==> src/rtl/deserializer_9_outputs.sv <==
// ---------------------------------------------------------------------------
// deserializer_9_outputs
//
// Collects 9 serial bits and presents them as one 9-bit parallel word.
// Each bit position can be inverted at the output through BubblesMask.
// The finished word is held until the consumer takes it. The next word is
// shifted in while the previous one is still held.
//
// Parameters
//   BubblesMask : 9-bit mask; a 1 in bit i inverts Result[i]
//   LsbFirst    : 1 -> first accepted bit lands in Result[0],
//                 0 -> first accepted bit lands in Result[8]
//
// Ports
//   Clock    : in   single clock, rising edge
//   Reset    : in   asynchronous, active-high; clears all state
//   Clear    : in   synchronous; discards the partial word only
//   SerialIn : in   serial data bit
//   InValid  : in   SerialIn is valid this cycle
//   InReady  : out  block accepts a bit this cycle
//   Result   : out  held word XOR BubblesMask
//   OutValid : out  Result holds a complete, unconsumed word
//   OutReady : in   consumer accepts Result this cycle
//   BitCount : out  bits in the current partial word (0..8)
//
// Handshake semantics
//   An input bit transfers on a rising edge when InValid && InReady (and
//   Clear is low). A word transfers out when OutValid && OutReady. InReady
//   depends only on state and OutReady, never on InValid. It drops only when
//   the 9th bit would overwrite a word the consumer has not yet taken.
//
// Observable state
//   {OutValid, BitCount} is the full control state.
//   EMPTY   = {0, 0}
//   FILLING = BitCount 1..8
//   HOLD    = OutValid 1
//   HOLD and FILLING can be active at the same time.
// ---------------------------------------------------------------------------
module deserializer_9_outputs #(
  parameter logic [8:0] BubblesMask = 9'h000,
  parameter bit         LsbFirst    = 1'b1
) (
  input  logic       Clock,
  input  logic       Reset,
  input  logic       Clear,
  input  logic       SerialIn,
  input  logic       InValid,
  output logic       InReady,
  output logic [8:0] Result,
  output logic       OutValid,
  input  logic       OutReady,
  output logic [3:0] BitCount
);

  logic [8:0] shift_q;
  logic [8:0] hold_q;
  logic [3:0] count_q;
  logic       valid_q;

  logic       last_bit;
  logic       in_fire;
  logic       out_fire;
  logic [3:0] pos;
  logic [8:0] word_next;

  always_comb begin
    last_bit  = (count_q == 4'd8);
    // Clear discards a same-cycle input transfer.
    in_fire   = InValid && InReady && !Clear;
    out_fire  = valid_q && OutReady;
    pos       = LsbFirst ? count_q : (4'd8 - count_q);
    // The word including the current bit. On the 9th bit, this value goes
    // straight to the hold register, so the word is visible at that edge.
    word_next = shift_q;
    word_next[pos] = SerialIn;
  end

  always_ff @(posedge Clock or posedge Reset) begin
    if (Reset) begin
      shift_q <= '0;
      hold_q  <= '0;
      count_q <= '0;
      valid_q <= 1'b0;
    end else begin
      if (Clear) begin
        count_q <= '0;
      end else if (in_fire) begin
        if (last_bit) begin
          hold_q  <= word_next;
          count_q <= '0;
        end else begin
          shift_q <= word_next;
          count_q <= count_q + 4'd1;
        end
      end
      // A new word arriving while the old one is taken keeps OutValid high.
      if (in_fire && last_bit) begin
        valid_q <= 1'b1;
      end else if (out_fire) begin
        valid_q <= 1'b0;
      end
    end
  end

  assign InReady  = !(last_bit && valid_q && !OutReady);
  assign Result   = hold_q ^ BubblesMask;
  assign OutValid = valid_q;
  assign BitCount = count_q;

endmodule

==> config.mk <==
export PLATFORM = sky130hd
export DESIGN_NAME = deserializer_9_outputs
export DESIGN_NICKNAME = d
export VERILOG_FILES = /design/src/rtl/deserializer_9_outputs.sv
export SDC_FILE = /design/constraint.sdc
export NUM_CORES = 1
export LEC_CHECK = 0
export ABC_AREA = 1
export BUFFER_PORTS_ARGS = -buffer_cell sky130_fd_sc_hd__buf_2
export CAP_MARGIN = 20
export CORE_MARGIN = 2
export CORE_UTILIZATION = 45
export DETAILED_ROUTE_END_ITERATION = 10
export GPL_ROUTABILITY_DRIVEN = 0
export PLACE_DENSITY = 0.69
export SETUP_SLACK_MARGIN = 0.3
export SLEW_MARGIN = 20
export SYNTH_ARGS = -nofsm -noshare
export SYNTH_HDL_FRONTEND = slang
export SYNTH_SLANG_ARGS = --single-unit
==> constraint.sdc <==
create_clock -name Clock -period 1.39 [get_ports Clock]
set_input_delay 0.0695 -clock Clock [delete_from_list [all_inputs] [get_ports Clock]]
set_output_delay 0.0695 -clock Clock [all_outputs]
set_load 0.02 [all_outputs]
==> results_dict.tcl, run 1 <==
set metrics [dict create \
    status "finished with violations" \
    violations "setup timing" \
    grt_pass1_wl_um 4300 \
    area_growth_pct 35.6 \
    vdd_drop_max_uv 724 \
    rsz0062_at_grt "yes" \
    antenna_found_initial 0 \
    grt_max_degree 23 \
    synth_cells 144 \
    io_pins 21 \
    hold_path.class "input port to register" \
    syn_avg_cell_area_um2 8.52 \
    detail_route.vias_per_cell 4.93 \
    final_cell_count_no_fill 215 \
    first_pass_iters 4 \
    dp_cells 198 \
    insertion_delay_ns 0.33 \
    finalHoldViolations 0 \
    dieWidth_um 56.2 \
    h-tree-depth 1 \
    fin_ws_ns -0.0730 \
    slew_headroom_pct 80.1 \
    critPathArrivalTime_ns 1.69 \
    cts_tree "built" \
    crit_type "register to register" \
    start_util_pct 48.6 \
    drc 0 \
    critPathRequiredTime_ns 1.61 \
    antenna_left 0 \
    yosys_warnings 0 \
    maxCapViolCount 0 \
    path_max_fanout 19 \
    cts_inserted_buffers 3 \
    core.rowCount 18 \
    drt_iter0_markers 17 \
    min_to "BitCount[2]$_DFFE_PP0P_" \
    fin_nets 196 \
    vias 1060 \
    core_area_um2 2520 \
    ys_seq_elements 22 \
    drive_above_1_share_pct 45.9 \
    finalCriticalPeriod_ns 1.46 \
    ctsRootBufferMaster "clkbuf_4" \
    io_buffer_count 20 \
    worst_pin_slew_ns 0.298 \
    startpoint_type "register" \
    endpoint_kind "register" \
    syn_nets 154 \
    skew_ns 0.00978 \
    min_from "Clear" \
    dp_hpwl_um 1700 \
    grt-ovfl-total 0 \
    p_leak_nw 0.871 \
    cts.sinks 22 \
    rr_worst_depth 9 \
    timing.rr.start "BitCount[0]$_DFFE_PP0P_" \
    max-clock-path-buffers 2 \
    grt_usage_pct 17.4 \
    p_per_area_nw_per_um2 958 \
    routedWlPerCell_um 12.4 \
    timing.setup.tns_ns -0.798 \
    die-area_um2 3160 \
    setup_viol 19 \
    synth.distinct_cells 17 \
    die_y_um 56.2 \
    grt_pass1_vias 966 \
    slew_viol_final 0 \
    routed_wl_um 2670 \
    clk_pin_slew_ns 0.12 \
    fin_crit_sh_pct 105 \
    ys_seq_area_share_pct 44.9 \
    insertedDiodeCount 0 \
    rrSetupSlack_ns -0.07 \
    hold_depth 4 \
    syn_area_um2 1230 \
    fmax_ghz 0.684 \
    r2r_end "Result[7]$_DFFE_PP0P_" \
]
cell type report:
cell class,instances,area [um^2]
Fill cell,197,860
Multi-Input combinational cell,101,633
Sequential cell,22,556
Timing Repair Buffer,41,320
Inverter,17,63.8
Tap cell,30,37.5
Clock inverter,1,30.0
Clock buffer,3,22.5
sequential cells by signal, summed over array words and instances (netlist names):
name / count
BitCount: 4
OutValid: 1
Result: 9
shift_q: 8
worst max path at each step:
stage | from | to | cells after the start
6_report | BitCount[0]$_DFFE_PP0P_ | Result[7]$_DFFE_PP0P_ | 9
5_1_grt | BitCount[1]$_DFFE_PP0P_ | InReady | 6
4_1_cts | BitCount[0]$_DFFE_PP0P_ | Result[7]$_DFFE_PP0P_ | 9
3_5_place_dp | BitCount[0]$_DFFE_PP0P_ | Result[6]$_DFFE_PP0P_ | 8
3_3_place_gp | BitCount[0]$_DFFE_PP0P_ | Result[5]$_DFFE_PP0P_ | 8
2_1_floorplan | BitCount[0]$_DFFE_PP0P_ | shift_q[3]$_DFFE_PP0P_ | 8
cells in the final DEF, fill, tap and decap left out, types with 2 or more instances in the layout:
cell | Yosys | final
dfrtp_1 | 22 | 18
buf_4 | 1 | 18
nand2_1 | 47 | 37
buf_2 | 0 | 17
o21ai_2 | 16 | 16
nand4_1 | 3 | 3
ha_1 | 4 | 3
dfrtp_2 | 0 | 4
nand2_2 | 4 | 10
nand2_4 | 0 | 4
inv_2 | 0 | 2
nor2_4 | 1 | 2
nand3_1 | 19 | 19
inv_1 | 16 | 14
clkbuf_4 | 0 | 3
buf_12 | 0 | 2
buf_6 | 3 | 2
nor2_1 | 2 | 2
metrics by stage:
step                utilization, %  power, mW  area, um^2  worst slack [ns]  hold slack [ns]
global placement              56.6       1.02        1430            0.0691            0.112
detailed placement            56.6       1.03        1430            0.0277            0.125
global route                  65.9       1.68        1660            -0.126           0.0722
CTS                           64.1       1.58        1620           -0.0390           0.0497
floorplan                        -      0.959        1250           -0.0510           0.0586
finish                        65.9       1.59        1660           -0.0730           0.0679
power breakdown:
part           switching [mW]  total (mW)  leakage (nW)  internal, mW
Clock                   0.217       0.509        0.0279         0.292
Combinational           0.201       0.352         0.548         0.150
Sequential             0.0394       0.733         0.295         0.694
Yosys cell counts, drive strengths merged:
| cell type | instances | share of area, % |
|---|---|---|
| ha | 4 | 4.1 |
| o21ai | 17 | 12 |
| dfrtp | 22 | 45 |
| clkinv | 1 | 0.31 |
| nand4 | 4 | 3.3 |
| nand2 | 51 | 16 |
| nand3 | 19 | 7.8 |
| inv | 16 | 4.9 |
| o21bai | 1 | 0.61 |
| buf | 4 | 3.4 |
| nor2 | 5 | 2.6 |
cell families after synthesis:
| family | count (synthesis) | share of synthesized area [%] |
|---|---|---|
| compound gates | 18 | 12.4 |
| flops | 22 | 44.9 |
| simple gates | 79 | 30.0 |
| buf+inv | 21 | 8.57 |
| fa+ha+maj | 4 | 4.08 |
critical path, cell delays in order (launching register included):
cell     delay, ns
dfrtp_2       0.43
inv_2         0.08
ha_4          0.14
nand2_4       0.06
nor2_4        0.14
buf_4         0.13
nand4_4       0.08
buf_12        0.18
nand2_1       0.08
o21ai_2       0.05
timing repair:
action | CTS | global route
hold buffers | 1 | 0
gates cloned | 1 | 0
resized for setup | 16 | 5
endpoints found under the hold margin | 22 | 0
setup endpoints to repair | 27 | 27
pin swaps | 3 | 3
buffers inserted | 7 | 4
per-layer routing:
layer  part of all wire [%]  vias up  wire length (um)  global-route usage [%]
met3                    4.0        6               106                    2.09
met5                      0        -                 0                       0
met1                     46      476              1230                    21.9
met2                     49       31              1300                    29.7
met4                    1.4        0                38                    7.48
li1                       -      547                 -                       -
(Power assumes the default switching activity.)
==> run 2: changes to the inputs <==
--- a/config.mk
+++ b/config.mk
@@ -12,7 +12,7 @@
 export CORE_UTILIZATION = 45
 export DETAILED_ROUTE_END_ITERATION = 10
 export GPL_ROUTABILITY_DRIVEN = 0
-export PLACE_DENSITY = 0.69
+export PLACE_DENSITY = 0.66
 export SETUP_SLACK_MARGIN = 0.3
 export SLEW_MARGIN = 20
 export SYNTH_ARGS = -nofsm -noshare
==> constraint.sdc (replaced) <==
create_clock -name Clock -period 1.65 [get_ports Clock]
set_input_delay 0.0825 -clock Clock [delete_from_list [all_inputs] [get_ports Clock]]
set_output_delay 0.0825 -clock Clock [all_outputs]
set_load 0.02 [all_outputs]
==> results_dict.tcl, run 2 (synthesized netlist as in run 1, its figures left out) <==
set metrics [dict create \
    grt_usage_pct 19.6 \
    ctsRootBufferMaster "clkbuf_4" \
    cts_inserted_buffers 3 \
    routed_wl_um 2800 \
    detail_route.vias_per_cell 5.00 \
    p_per_area_nw_per_um2 834 \
    critPathArrivalTime_ns 1.37 \
    largest_reg_flops 9 \
    die_y_um 56.2 \
    antenna_found_initial 0 \
    rsz0062_at_grt "yes" \
    h-tree-depth 1 \
    fin_ws_ns 0.194 \
    cts_tree "built" \
    skew_ns 0.00612 \
    grt_pass1_wl_um 4890 \
    status "completed" \
    endpoint_kind "output port" \
    vias 1060 \
    dp_hpwl_um 1780 \
    core.rowCount 18 \
    core_area_um2 2520 \
    worst_pin_slew_ns 0.274 \
    antenna_left 0 \
    area_growth_pct 30.1 \
    drt_iter0_markers 18 \
    max-clock-path-buffers 2 \
    path_delay_family "flip-flops" \
    cp.buffers_inverters 2 \
    fin_nets 193 \
    place_ws_ns 0.0738 \
    finalHoldViolations 0 \
    first_pass_iters 4 \
    final_common_cell "nand2_1" \
    grt-ovfl-total 0 \
    routedWlPerCell_um 13.2 \
    fin_crit_sh_pct 88.2 \
    crit_type "register to output port" \
    io_pins 21 \
    path_max_fanout 3 \
    start_util_pct 48.6 \
    grt_max_degree 23 \
    layout_common_cells "39 x nand2_1, 19 x dfrtp_1, 19 x nand3_1, 19 x buf_2, 16 x o21ai_2" \
    slew_headroom_pct 81.7 \
    io_buffer_count 20 \
    crit_slowest_cell "dfrtp_2" \
    grt_pass1_vias 1081 \
    crit_path_max_incr_delay_ns 0.44 \
    dieWidth_um 56.2 \
    maxCapViolCount 0 \
    startpoint_type "register" \
    p_leak_nw 0.841 \
    clk_pin_slew_ns 0.13 \
    cts.sinks 22 \
    fmax_ghz 0.687 \
    finalCriticalPeriod_ns 1.46 \
    drive_above_1_share_pct 43.4 \
    slew_viol_final 0 \
    die-area_um2 3160 \
    insertedDiodeCount 0 \
    num-fill-cells 212 \
    vdd_drop_max_uv 625 \
    critPathRequiredTime_ns 1.57 \
    timing.setup.tns_ns 0 \
    drc 0 \
    crit_chain "inv_2 > ha_4 > nand2_4 > nor2_4 > nand2_2 > buf_6" \
    hold_path.class "input port to register" \
    insertion_delay_ns 0.33 \
    setup_viol 0 \
]
run 2: cell type report:
cell class | count | area [um^2] | area share [%]
timing repair buffer | 37 | 248 | 15.5
clock buffer | 3 | 22.5 | 1.41
tap | 30 | 37.5 | 2.35
clock inverter | 1 | 30.0 | 1.88
sequential | 22 | 554 | 34.7
multi-input combinational | 102 | 639 | 40.1
inverter | 17 | 63.8 | 4.00
run 2: worst min-delay path, stage by stage:
cell     delay (ns)
buf_2          0.14
nor2_1         0.06
nand2_1        0.05
nand2_1        0.04
run 2: worst paths after layout:
path,start,endpoint,slack (ns),depth (start not counted)
max,BitCount[1]$_DFFE_PP0P_,InReady,0.19,6
min,Clear,BitCount[2]$_DFFE_PP0P_,0.06,4
max reg2reg,BitCount[1]$_DFFE_PP0P_,shift_q[4]$_DFFE_PP0P_,0.20,9
min reg2reg,Result[2]$_DFFE_PP0P_,Result[2]$_DFFE_PP0P_,0.50,2
max in group asynchronous,Reset,BitCount[0]$_DFFE_PP0P_,1.10,4
min in group asynchronous,Reset,Result[8]$_DFFE_PP0P_,0.31,4
run 2: power by group:
group	switching (mW)	internal [mW]	total, mW	leakage [nW]
sequential	0.0350	0.584	0.619	0.296
clock	0.186	0.246	0.432	0.0279
combinational	0.170	0.109	0.279	0.517
total	0.391	0.939	1.33	0.841
run 2: repair_timing:
| item | in CTS | in global routing |
|---|---|---|
| pin swaps | 4 | 3 |
| gates cloned | 1 | 0 |
| buffers inserted | 11 | 1 |
| hold buffers | 1 | 0 |
| resized for setup | 14 | 4 |
| hold endpoints to repair | 22 | 0 |
| setup endpoints to repair | 23 | 24 |
run 2: layer usage:
metal	vias to the layer above	part of all wire, %	global-route usage (%)
li1	539	-	-
met1	505	45	22.8
met2	11	51	35.1
met3	5	1.7	2.79
met4	0	1.9	8.84
met5	-	0	0
run 2: through the flow:
stage               total power [mW]  hold WS (ns)  area, um^2  utilization (%)  std cells
finish                          1.33        0.0634        1600             63.2        212
global route                    1.40        0.0824        1600             63.2        212
CTS                             1.32        0.0550        1580             62.5        211
detailed placement             0.865         0.131        1370             54.4        194
global placement               0.854         0.124        1370             54.4        194
floorplan                      0.808        0.0716        1250                -        144
